`config.mk`:
```
export PLATFORM = sky130hd
export DESIGN_NAME = mouse_device_sm
export DESIGN_NICKNAME = d
export VERILOG_FILES = /design/src/rtl/mouse_device_sm.sv
export SDC_FILE = /design/constraint.sdc
export NUM_CORES = 1
export LEC_CHECK = 0
export ABC_AREA = 1
export ABC_CLOCK_PERIOD_IN_PS = 2400
export CAP_MARGIN = 10
export CORE_UTILIZATION = 55
export DETAILED_ROUTE_END_ITERATION = 7
export GPL_ROUTABILITY_DRIVEN = 0
export PLACE_DENSITY = 0.8
export SYNTH_ARGS = -nofsm -noshare
export SYNTH_HDL_FRONTEND = slang
export SYNTH_SLANG_ARGS = --single-unit
```
`constraint.sdc`:
```
create_clock -name CLK -period 2.4 [get_ports CLK]
set_clock_uncertainty 0.2 [all_clocks]
set_input_delay 0.24 -clock CLK [delete_from_list [all_inputs] [get_ports CLK]]
set_output_delay 0.24 -clock CLK [all_outputs]
set_load 0.05 [all_outputs]
```
`src/rtl/mouse_device_sm.sv`:
```
// mouse_device_sm: PS/2 mouse device-side protocol state machine.
// Boots with a self-test report (AA,00), decodes host commands, replies via a
// short reply queue, and streams 3-byte movement packets when enabled.
// Ports:
//   CLK             system clock, rising edge
//   RESET           asynchronous active-low reset
//   SEND_BYTE       one-cycle request to the byte transmitter
//   BYTE_TO_SEND    byte for the transmitter, held until BYTE_SENT
//   BYTE_SENT       transmitter done pulse
//   READ_ENABLE     enables the byte receiver (CMD_WAIT / HOLD only)
//   BYTE_READY      received host byte pulse
//   BYTE_READ       received host byte
//   BYTE_ERROR_CODE receive error code, 00 = good
//   PKT_VALID       movement source has a packet
//   PKT_STATUS/DX/DY packet contents
//   PKT_READY       one-cycle pulse when the packet is captured
//   STREAMING       data reporting enabled
//   current_state   one-hot state for debug
module mouse_device_sm #(
    parameter int BOOT_DELAY = 500000
) (
    input  logic       CLK,
    input  logic       RESET,
    output logic       SEND_BYTE,
    output logic [7:0] BYTE_TO_SEND,
    input  logic       BYTE_SENT,
    output logic       READ_ENABLE,
    input  logic       BYTE_READY,
    input  logic [7:0] BYTE_READ,
    input  logic [1:0] BYTE_ERROR_CODE,
    input  logic       PKT_VALID,
    input  logic [7:0] PKT_STATUS,
    input  logic [7:0] PKT_DX,
    input  logic [7:0] PKT_DY,
    output logic       PKT_READY,
    output logic       STREAMING,
    output logic [7:0] current_state
);
    localparam logic [7:0] S_BOOT      = 8'h01;
    localparam logic [7:0] S_CMD_WAIT  = 8'h02;
    localparam logic [7:0] S_TX_LOAD   = 8'h04;
    localparam logic [7:0] S_TX_WAIT   = 8'h08;
    localparam logic [7:0] S_PKT_STAT  = 8'h10;
    localparam logic [7:0] S_PKT_DX    = 8'h20;
    localparam logic [7:0] S_PKT_DY    = 8'h40;
    localparam logic [7:0] S_HOLD      = 8'h80;
    localparam logic [31:0] LAST       = 32'(BOOT_DELAY - 1);

    logic [7:0]  state, next_state;
    logic [31:0] cnt;
    logic [7:0]  q0, q1;
    logic [1:0]  qn;
    logic [7:0]  dx_r, dy_r;
    logic        pend;
    logic [7:0]  pend_byte;
    logic [1:0]  pend_err;
    logic        sent_req;
    logic        streaming_r;

    logic        host;
    logic [7:0]  h_byte;
    logic [1:0]  h_err;
    logic [7:0]  r0, r1, r2;
    logic [1:0]  rn;
    logic        r_stream;
    logic        boot_done, load_reply, pop, capture, pkt_adv, is_pkt;

    // A host byte is either arriving now or was latched while the FSM was busy;
    // a fresh byte takes precedence over the latched one.
    assign host   = BYTE_READY | pend;
    assign h_byte = BYTE_READY ? BYTE_READ : pend_byte;
    assign h_err  = BYTE_READY ? BYTE_ERROR_CODE : pend_err;
    assign is_pkt = (state == S_PKT_STAT) || (state == S_PKT_DX) || (state == S_PKT_DY);

    // Command decode: r0 is sent first, r1/r2 follow, rn is the reply length.
    always_comb begin
        r0       = 8'hFA;
        r1       = 8'h00;
        r2       = 8'h00;
        rn       = 2'd1;
        r_stream = streaming_r;
        if (h_err != 2'b00) begin
            r0 = 8'hFE;
        end else if (h_byte == 8'hFF) begin
            r1       = 8'hAA;
            rn       = 2'd3;
            r_stream = 1'b0;
        end else if (h_byte == 8'hF4) begin
            r_stream = 1'b1;
        end else if (h_byte == 8'hF5) begin
            r_stream = 1'b0;
        end else if (h_byte == 8'hF2) begin
            rn = 2'd2;
        end
    end

    // State register
    always_ff @(posedge CLK or negedge RESET) begin
        if (!RESET) state <= S_BOOT;
        else        state <= next_state;
    end

    // Next-state logic and datapath controls
    always_comb begin
        next_state = state;
        boot_done  = 1'b0;
        load_reply = 1'b0;
        pop        = 1'b0;
        capture    = 1'b0;
        pkt_adv    = 1'b0;
        case (state)
            S_BOOT: begin
                if (cnt == LAST) begin
                    boot_done  = 1'b1;
                    next_state = S_TX_LOAD;
                end
            end
            S_CMD_WAIT: begin
                if (host) begin
                    load_reply = 1'b1;
                    next_state = S_TX_LOAD;
                end else if (streaming_r && PKT_VALID) begin
                    capture    = 1'b1;
                    next_state = S_PKT_STAT;
                end
            end
            S_TX_LOAD: next_state = S_TX_WAIT;
            S_TX_WAIT: begin
                if (BYTE_SENT) begin
                    if (qn != 2'd0) begin
                        pop        = 1'b1;
                        next_state = S_TX_LOAD;
                    end else if (host) begin
                        load_reply = 1'b1;
                        next_state = S_TX_LOAD;
                    end else begin
                        next_state = S_CMD_WAIT;
                    end
                end
            end
            S_PKT_STAT, S_PKT_DX, S_PKT_DY: begin
                // A host byte abandons the rest of the packet once the
                // byte currently on the wire completes.
                if (BYTE_SENT && sent_req) begin
                    if (host) begin
                        load_reply = 1'b1;
                        next_state = S_TX_LOAD;
                    end else if (state == S_PKT_STAT) begin
                        pkt_adv    = 1'b1;
                        next_state = S_PKT_DX;
                    end else if (state == S_PKT_DX) begin
                        pkt_adv    = 1'b1;
                        next_state = S_PKT_DY;
                    end else begin
                        next_state = S_CMD_WAIT;
                    end
                end
            end
            S_HOLD:  next_state = S_CMD_WAIT;
            default: next_state = S_BOOT;
        endcase
    end

    // Outputs
    always_comb begin
        SEND_BYTE     = (state == S_TX_LOAD) || (is_pkt && !sent_req);
        READ_ENABLE   = (state == S_CMD_WAIT) || (state == S_HOLD);
        PKT_READY     = capture;
        STREAMING     = streaming_r;
        current_state = state;
    end

    // Datapath: boot counter, reply queue, packet capture, pending host byte.
    // BYTE_TO_SEND holds the byte in flight; q0/q1 hold the bytes after it.
    always_ff @(posedge CLK or negedge RESET) begin
        if (!RESET) begin
            cnt          <= '0;
            BYTE_TO_SEND <= 8'h00;
            q0           <= 8'h00;
            q1           <= 8'h00;
            qn           <= 2'd0;
            dx_r         <= 8'h00;
            dy_r         <= 8'h00;
            pend         <= 1'b0;
            pend_byte    <= 8'h00;
            pend_err     <= 2'b00;
            sent_req     <= 1'b0;
            streaming_r  <= 1'b0;
        end else begin
            cnt      <= (state == S_BOOT) ? cnt + 32'd1 : '0;
            sent_req <= is_pkt && (next_state == state);
            pend     <= (BYTE_READY || pend) && !load_reply;
            if (BYTE_READY) begin
                pend_byte <= BYTE_READ;
                pend_err  <= BYTE_ERROR_CODE;
            end
            if (boot_done) begin
                BYTE_TO_SEND <= 8'hAA;
                q0           <= 8'h00;
                qn           <= 2'd1;
                streaming_r  <= 1'b0;
            end else if (load_reply) begin
                BYTE_TO_SEND <= r0;
                q0           <= r1;
                q1           <= r2;
                qn           <= rn - 2'd1;
                streaming_r  <= r_stream;
            end else if (pop) begin
                BYTE_TO_SEND <= q0;
                q0           <= q1;
                qn           <= qn - 2'd1;
            end else if (capture) begin
                BYTE_TO_SEND <= PKT_STATUS;
                dx_r         <= PKT_DX;
                dy_r         <= PKT_DY;
            end else if (pkt_adv) begin
                BYTE_TO_SEND <= (next_state == S_PKT_DX) ? dx_r : dy_r;
            end
        end
    end
endmodule
```
==> reports/qor.csv <==
metric;value;unit
clkSinkCount;80;
relSlewSlack;0.637;
drive_above_1_share;0.154;
p_leak;2.52;nW
grt_usage;0.254;
boundaryPins;59;
cp.arrival;1.91;ns
crit_required;1.96;ns
grt_max_degree;45;
wire_per_inst;13.4;um
rsz0062_at_grt;false;
io_buffers;58;
die_height;91.6;um
layout.cells.non_filler;758;
drt-initial-drc-count;216;
cts_tree;built;
drt_wl_total;10200;um
worst-path-stages;6;
fp.dieW;91.6;um
cts-root-buf;clkbuf_8;
clk_latency;0.36;ns
worst_setup_path_start_kind;flop;
cts_buffer_depth;2;
path_clk_slew;0.09;ns
slowest_stage;dfrtp_1;
ys_types;49;
max_stage_delay;0.43;ns
status;finished, final reports clean;
netlist_area;4410;um2
crit_path_max_fanout;4;
fin_ws;0.0527;ns
vdd_drop_max;0.271;mV
yosys-top-cells-area;dfrtp_1 45%, nand2_1 14%, nor2_1 5.2%;
total_power;3.40;mW
reg2regPathDepth;13;
synth_top_flop_cell;dfrtp_1;
hpwl;7440;um
finalCriticalPeriod;2.35;ns
dpl.cell_count;736;
hold_viol_final;0;
nNetsFinal;691;
finalCritPeriodShare;0.978;
cts_max_level;3;
setup_violations;0;
row_count;32;
fin_util;0.705;
yosys.area.top_type_share;0.448;
rr_startpoint;cnt[0];
ant_nets;0;
crit_type;reg -> out;
numCtsBuffers;9;
vias_per_cell;5.35;
area_growth;23.5;%
fmax;426;MHz
hp-class;in -> async;
die_area;8390;um2
grt_pass1_wl;17000;um
postLayoutCellArea;5450;um2
seq_area_frac_synth;0.454;
layout_commonest_cell;nand2_1;
drc;0;
ys_ff_latch;80;
worst_pin_slew;0.540;ns
dr_total_vias;4058;
maxCapViolCount;0;
crit_start;current_state[5];
yosysTopAreaCell;dfrtp_1;
placed_cell_area;5210;um2
async_flop_share;1.00;
crit_path_end;SEND_BYTE;
final_cell_mix;164 x nand2_1, 78 x dfrtp_1, 61 x nor2_1;
power_density;624;nW/um2
worst-path-buf-inv;2;
yosysWarningCount;0;
dp_slack;0.0493;ns
diodes;0;
synth_edf_count;0;
end_kind;output pin;
core;7730;um2
start_util;0.571;
crit_family;simple AND/OR/NAND/NOR gates;
synth_nets;611;
report.final.slew_viol_count;0;
r2r_setup_slack;0.10;ns
avgSynthCellArea;7.73;um2
r2r-end;BYTE_TO_SEND[7];
timing.hold.ws;0.176;ns
grt_pass1_vias;3786;
drt_pre_antenna_iters;5;
path_cells;nor2_2 -> nand2_2 -> nor4_1 -> inv_1 -> o21ai_2 -> buf_12;
grt-ovfl-total;0;
antenna_found_initial;0;
setup_tns;0;ns
synth_cells;571;
[state kept, by name (all words and copies together) (netlist names)]
name	count
BYTE_TO_SEND	8
STREAMING	1
cnt	32
current_state	8
dx_r	8
dy_r	8
pend	1
pend_byte	8
pend_err	2
q0	1
qn	2
sent_req	1
[area by class of cell]
type / instances / area, um2
Inverter: 67 / 255
Clock buffer: 10 / 128
Timing Repair Buffer: 77 / 778
Multi-Input combinational cell: 416 / 2120
Clock inverter: 6 / 36.3
Tap cell: 102 / 128
Fill cell: 621 / 2280
Sequential cell: 80 / 2000
[cell usage after synthesis, types with 2 or more instances]
cell and instances:
nor2_1 61, buf_6 2, nor3_2 6, nand2_2 8, o21ai_2 2, dfrtp_1 79
nor2_4 7, nor3_1 21, nor4_1 4, o21ai_1 5, or2_0 5, nor3b_1 2
nand3_4 3, nand4_2 2, o21ai_0 16, nand3_1 29, xor2_1 2, or2_2 4
buf_2 5, a21oi_1 25, nand2_1 164, a211oi_1 2, inv_2 11, nand4_1 18
nor2_2 11, inv_1 54
[layer usage]
layer | part of all wire | GRT usage
met5 | 0 | 0
met4 | 0.015 | 0.0635
met1 | 0.46 | 0.342
met2 | 0.46 | 0.420
met3 | 0.060 | 0.0511
[kinds of logic (layout without fill, tap and decap cells)]
logic type	count (synthesis)	count (layout)	synth area share
other cells	1	1	0.000850
buf+inv	75	160	0.0695
xor+xnor	2	2	0.00397
compound gates	60	60	0.0802
flops	80	80	0.454
mux	1	1	0.00227
fa+ha+maj	1	1	0.00283
simple gates	351	351	0.386
[how the worst min path moves through the flow]
stage	start	to	slack (ns)	cells after the start
after floorplan	RESET	BYTE_TO_SEND[0]	-0.26	0
after global placement	RESET	cnt[9]	0.03	1
after detailed placement	RESET	cnt[1]	0.04	1
after CTS	RESET	cnt[12]	0.20	2
after global routing	RESET	cnt[0]	0.22	2
final	RESET	cnt[12]	0.18	2
[where the power goes]
part           internal [mW]  switching (mW)
combinational          0.362           0.621
clock                  0.370           0.494
sequential              1.47          0.0865
total                   2.20            1.20
[what timing repair did]
| action | in CTS | in global routing |
|---|---|---|
| setup buffers | 0 | 5 |
| resized for setup | 0 | 7 |
| endpoints found under the setup margin | 0 | 6 |
| hold buffers | 1 | 0 |
| hold endpoints to repair | 36 | 0 |
(Power assumes the default switching activity.)
==> variant 1, RTL diff (same settings) <==
The localparam `S_TX_WAIT` goes from 8'h08 to 8'h07.
--- a/src/rtl/mouse_device_sm.sv
+++ b/src/rtl/mouse_device_sm.sv
@@ -40,5 +40,5 @@
     localparam logic [7:0] S_CMD_WAIT  = 8'h02;
     localparam logic [7:0] S_TX_LOAD   = 8'h04;
-    localparam logic [7:0] S_TX_WAIT   = 8'h08;
+    localparam logic [7:0] S_TX_WAIT   = 8'h07;
     localparam logic [7:0] S_PKT_STAT  = 8'h10;
     localparam logic [7:0] S_PKT_DX    = 8'h20;
Formal check against the unedited RTL: same outputs for any inputs over 10 cycles, from zero or initial values and one cycle with RESET low; that may be too few to reach the edited logic, so the function may still have changed.
==> variant 1 against the original RTL <==
Via count rose by 1.4%. Routed wire length increased by 3.7%. Sequential cell count unchanged. Cell area up 0.78%. Critical path depth is 2 higher. Area after synthesis shrank 5.1%. Maximum frequency decreased by 1.2%. Global-route usage up 1.1 points. Register-to-register slack got worse by 0.04 ns. Setup slack worse by 0.028 ns. Critical path type unchanged.
Power is not compared: it rests on default switching activity, and its combinational part moved more than twofold at a synthesized area within 25%.
==> variant 1: results (changes against the original RTL) <==
Parameter                              Value

Placement
  Total half-perimeter wirelength after legalization and detailed placement ... 7290 um (-2.0%)
  Placed Cells ... 728 (-1.1%)
  Post-placement cell area ... 0.00506 mm^2 (-2.9%)
  Worst Setup Slack post-DPL ... -0.0516 ns (-0.101 ns)

Drt
  Vias post-DR ... 4114 (+1.4%)
  Final routed wirelength across all metal layers ... 10600 um (+3.7%)
  Per-cell via count in the routed design ... 5.44 (+1.6%)
  Detailed-routed wire length on met2 ... 5020 um (+6.5%)
  Detailed Route Iter0 Violations ... 318 (+47%)
  Router iterations before antenna repair ... 6 (+1)
  DRT met1 WL ... 4460 um (-5.0%)

GRT
  First-pass GRT wire length ... 16200 um (-4.5%)
  Via count of the first global-routing pass ... 3700 (-2.3%)
  Overall routing resource usage ... 26.5% (+1.1 points)
  Met1 routing resource usage after global routing ... 35.1% (+0.88 points)
  Met2 track demand over resource ... 43.1% (+1.1 points)
  Global-route met3 utilization ... 4.52% (-0.58 points)

Critical path
  Largest delay share family, worst path ... flip-flops
  Slowest cell on crit path ... sky130_fd_sc_hd__dfstp_4
  Maximum fanout along the worst path ... 5 (+1)
  Launch point of the worst path ... current_state[0]

Timing
  Highest achievable clock rate ... 0.421 GHz (-1.2%)
  Worst max-slew margin expressed relative to the limit ... 66.1% (+2.4 points)

Cells and area
  Share of final-layout standard cells stronger than drive strength 1 ... 15.7% (+0.28 points)
  Number of filler instances in the final layout ... 558 (-10%)

Synth
  Commonest cells post-synth ... 179 x sky130_fd_sc_hd__nand2_1, 79 x sky130_fd_sc_hd__dfrtp_1, 59 x sky130_fd_sc_hd__nor2_1
  Post-synthesis area per instance ... 7.53 um^2 (-2.5%)
  Unique masters post-synth ... 40 (-18%)
  Share of the yosys chip area belonging to registers ... 47.8% (+2.4 points)
  Top cells by area, synth ... sky130_fd_sc_hd__dfrtp_1 47%, sky130_fd_sc_hd__nand2_1 16%, sky130_fd_sc_hd__nor2_1 5.3%

Outcome
  Outcome ... finished clean

Clock tree
  CTS clock-pin slew for the worst setup and hold paths ... 0.09 ns (about the same)
## variant 1: cell count changes in the layout (fill, tap and decap cells not counted), moves of 5 or more
cell	change
sky130_fd_sc_hd__buf_4	+15
sky130_fd_sc_hd__nand2_1	+12
sky130_fd_sc_hd__nor2_1	-9
sky130_fd_sc_hd__nand2_2	-7
sky130_fd_sc_hd__dfrtp_1	-6
sky130_fd_sc_hd__dfrtp_2	+6
sky130_fd_sc_hd__nand3_1	+6
sky130_fd_sc_hd__a21oi_1	-5
sky130_fd_sc_hd__clkinv_2	-5
sky130_fd_sc_hd__o21ai_0	+5
## variant 1: repair_timing
| action | in CTS | in global routing |
|---|---|---|
| endpoints found under the hold margin | 29 | 0 |
| buffers inserted | 1 | 11 |
| pin swaps | 1 | 13 |
| endpoints found under the setup margin | 9 | 18 |
| gates resized for setup | 5 | 32 |
| hold buffers | 1 | 0 |
## variant 1: worst paths after layout
path	endpoint	slack, ns	cells after the start
max in group asynchronous	dx_r[0]	1.25	3
setup / recovery	SEND_BYTE	0.02	8
setup reg to reg	BYTE_TO_SEND[3]	0.06	13
hold / removal	cnt[13]	0.16	2
min in group CLK	dx_r[6]	0.21	3
hold reg to reg	cnt[0]	0.26	1
## variant 1: area by class of cell
| class | count | area (um^2) | area share, % |
|---|---|---|---|
| well taps | 99 | 124 | 2.25 |
| multi-input cells | 401 | 2000 | 36.4 |
| inverters | 67 | 256 | 4.67 |
| flip-flops and latches | 80 | 2020 | 36.7 |
| clock inverters | 3 | 67.6 | 1.23 |
| clock buffers | 12 | 135 | 2.46 |
| repair buffers | 94 | 896 | 16.3 |
## variant 1: cells by family after synthesis
kind of cell	share of synthesized area [%]
other cells	0.0895
buf+inv	7.20
simple gates	37.2
compound gates	7.41
fa+ha+maj	0.299
flops	47.8
==> variant 2, RTL diff (same flow settings) <==
Without the edit above. Make the reset (`RESET`) synchronous in 2 clocked blocks. Comments in the files are not updated.
--- a/src/rtl/mouse_device_sm.sv
+++ b/src/rtl/mouse_device_sm.sv
@@ -96,5 +96,5 @@
 
     // State register
-    always_ff @(posedge CLK or negedge RESET) begin
+    always_ff @(posedge CLK) begin
         if (!RESET) state <= S_BOOT;
         else        state <= next_state;
@@ -173,5 +173,5 @@
     // Datapath: boot counter, reply queue, packet capture, pending host byte.
     // BYTE_TO_SEND holds the byte in flight; q0/q1 hold the bytes after it.
-    always_ff @(posedge CLK or negedge RESET) begin
+    always_ff @(posedge CLK) begin
         if (!RESET) begin
             cnt          <= '0;
Formal check against the unedited RTL: same outputs for any inputs over 10 cycles, from zero or initial values and one cycle with RESET low; that may be too few to reach the edited logic, so the function may still have changed.
==> variant 2 against the original RTL <==
Setup slack better by 0.054 ns. Maximum frequency is 2.3% higher. Routed wire length is 0.36% higher. Core utilization is 0.42 points higher. Sequential share of layout area is 5.8 points lower. Hold slack better by 0.087 ns. Sequential cell count stayed put. Die area is 5.5% lower. Area after synthesis is 5.6% lower. Cell area is 5.1% lower. Non-clock buffer count is 7 lower. Largest cell class unchanged.
Power is not compared: it rests on default switching activity, and its combinational part moved more than twofold at a synthesized area within 25%.
==> variant 2: results (changes against the original RTL) <==
Parameter                              Value

Outcome
  Outcome ... finished clean

Drt
  Router iterations before antenna repair ... 8 (+3)
  Detailed-routed wire length on met2 ... 4760 um (+1.1%)
  DRT met1 WL ... 4800 um (+2.3%)
  Per-cell via count in the routed design ... 5.21 (-2.7%)

Critical path
  Critical path arrival ... 1.85 ns (-0.06 ns)
  Internal reg-to-reg setup slack ... 0.16 ns (+0.06 ns)
  CP peak stage delay ... 0.36 ns (-0.07 ns)
  Largest delay share family, worst path ... buffers and inverters
  Depth of the worst register-to-register path ... 10 (-3)

Cells and area
  Non-Clock Buffer Count ... 70 (-9.1%)
  Number of filler instances in the final layout ... 637 (+2.6%)
  Share of final-layout standard cells stronger than drive strength 1 ... 11.1% (-4.3 points)
  Invs w/o clock ... 83 (+24%)
  Layout Nets ... 744 (+7.7%)
  Clock tree cell share of total cell area ... 3.82% (+0.81 points)
  Layout buffering overhead excluding clock cells ... 13.7% (-0.59 points)
  Sequential standard cell area ... 0.00160 mm^2 (-20%)

Synth
  Unique masters post-synth ... 39 (-20%)
  Top cells by area, synth ... sky130_fd_sc_hd__dfxtp_1 38%, sky130_fd_sc_hd__nand2_1 13%, sky130_fd_sc_hd__nor2_1 9.1%
  Synthesized-area fraction occupied by ao, oa, aoi and oai cells ... 9.61% (+1.6 points)
  Share of the yosys chip area belonging to registers ... 38.4% (-7.0 points)
  Parity-gate share of the synthesized area counting xor and xnor cells ... 1.05% (+0.65 points)

GRT
  Met2 track demand over resource ... 44.4% (+2.4 points)
  First-pass GRT wire length ... 16700 um (-1.7%)
  Global-route met3 utilization ... 3.51% (-1.6 points)

Placement
  Post-placement cell area ... 0.00490 mm^2 (-5.9%)
  Worst Setup Slack post-DPL ... 0.104 ns (+0.0550 ns)

Clock tree
  Hold bufs inserted after CTS ... 0 (-1)
  Number of cells upsized or downsized after cts ... 2 (+2)

Worst hold path
  Classification of the worst-slack hold path ... in2reg

Timing
  Worst max-slew margin expressed relative to the limit ... 65.8% (+2.2 points)
variant 2: cell types whose count changed after synthesis, sizes merged, moves of 8 or more:
cell   unedited run  this run
nand2           172       157
o21ai            23        43
inv              66        82
dfrtp            79         0
nor2             80       109
nand3            33        45
a21oi            25        33
dfxtp             0        80
variant 2: report_power, final:
part,internal (mW),switching [mW],total [mW]
Sequential,1.34,0.00703,1.35
Combinational,0.0925,0.101,0.193
Clock,0.508,0.498,1.01
Total,1.94,0.606,2.55
variant 2: how the worst max path moves through the flow:
stage,end,slack [ns],from,cells after the start
finish,PKT_READY,0.11,current_state[7],8
global route,SEND_BYTE,-0.02,current_state[0],9
CTS,PKT_READY,0.03,current_state[5],8
detailed placement,BYTE_TO_SEND[5],0.10,BYTE_SENT,12
global placement,BYTE_TO_SEND[3],0.17,BYTE_SENT,12
floorplan,SEND_BYTE,-0.02,current_state[5],7
variant 2: worst min-delay path, delay by kind of cell:
kind	cells	cell delay [ns]
simple gates	2	0.15
buf+inv	1	0.40
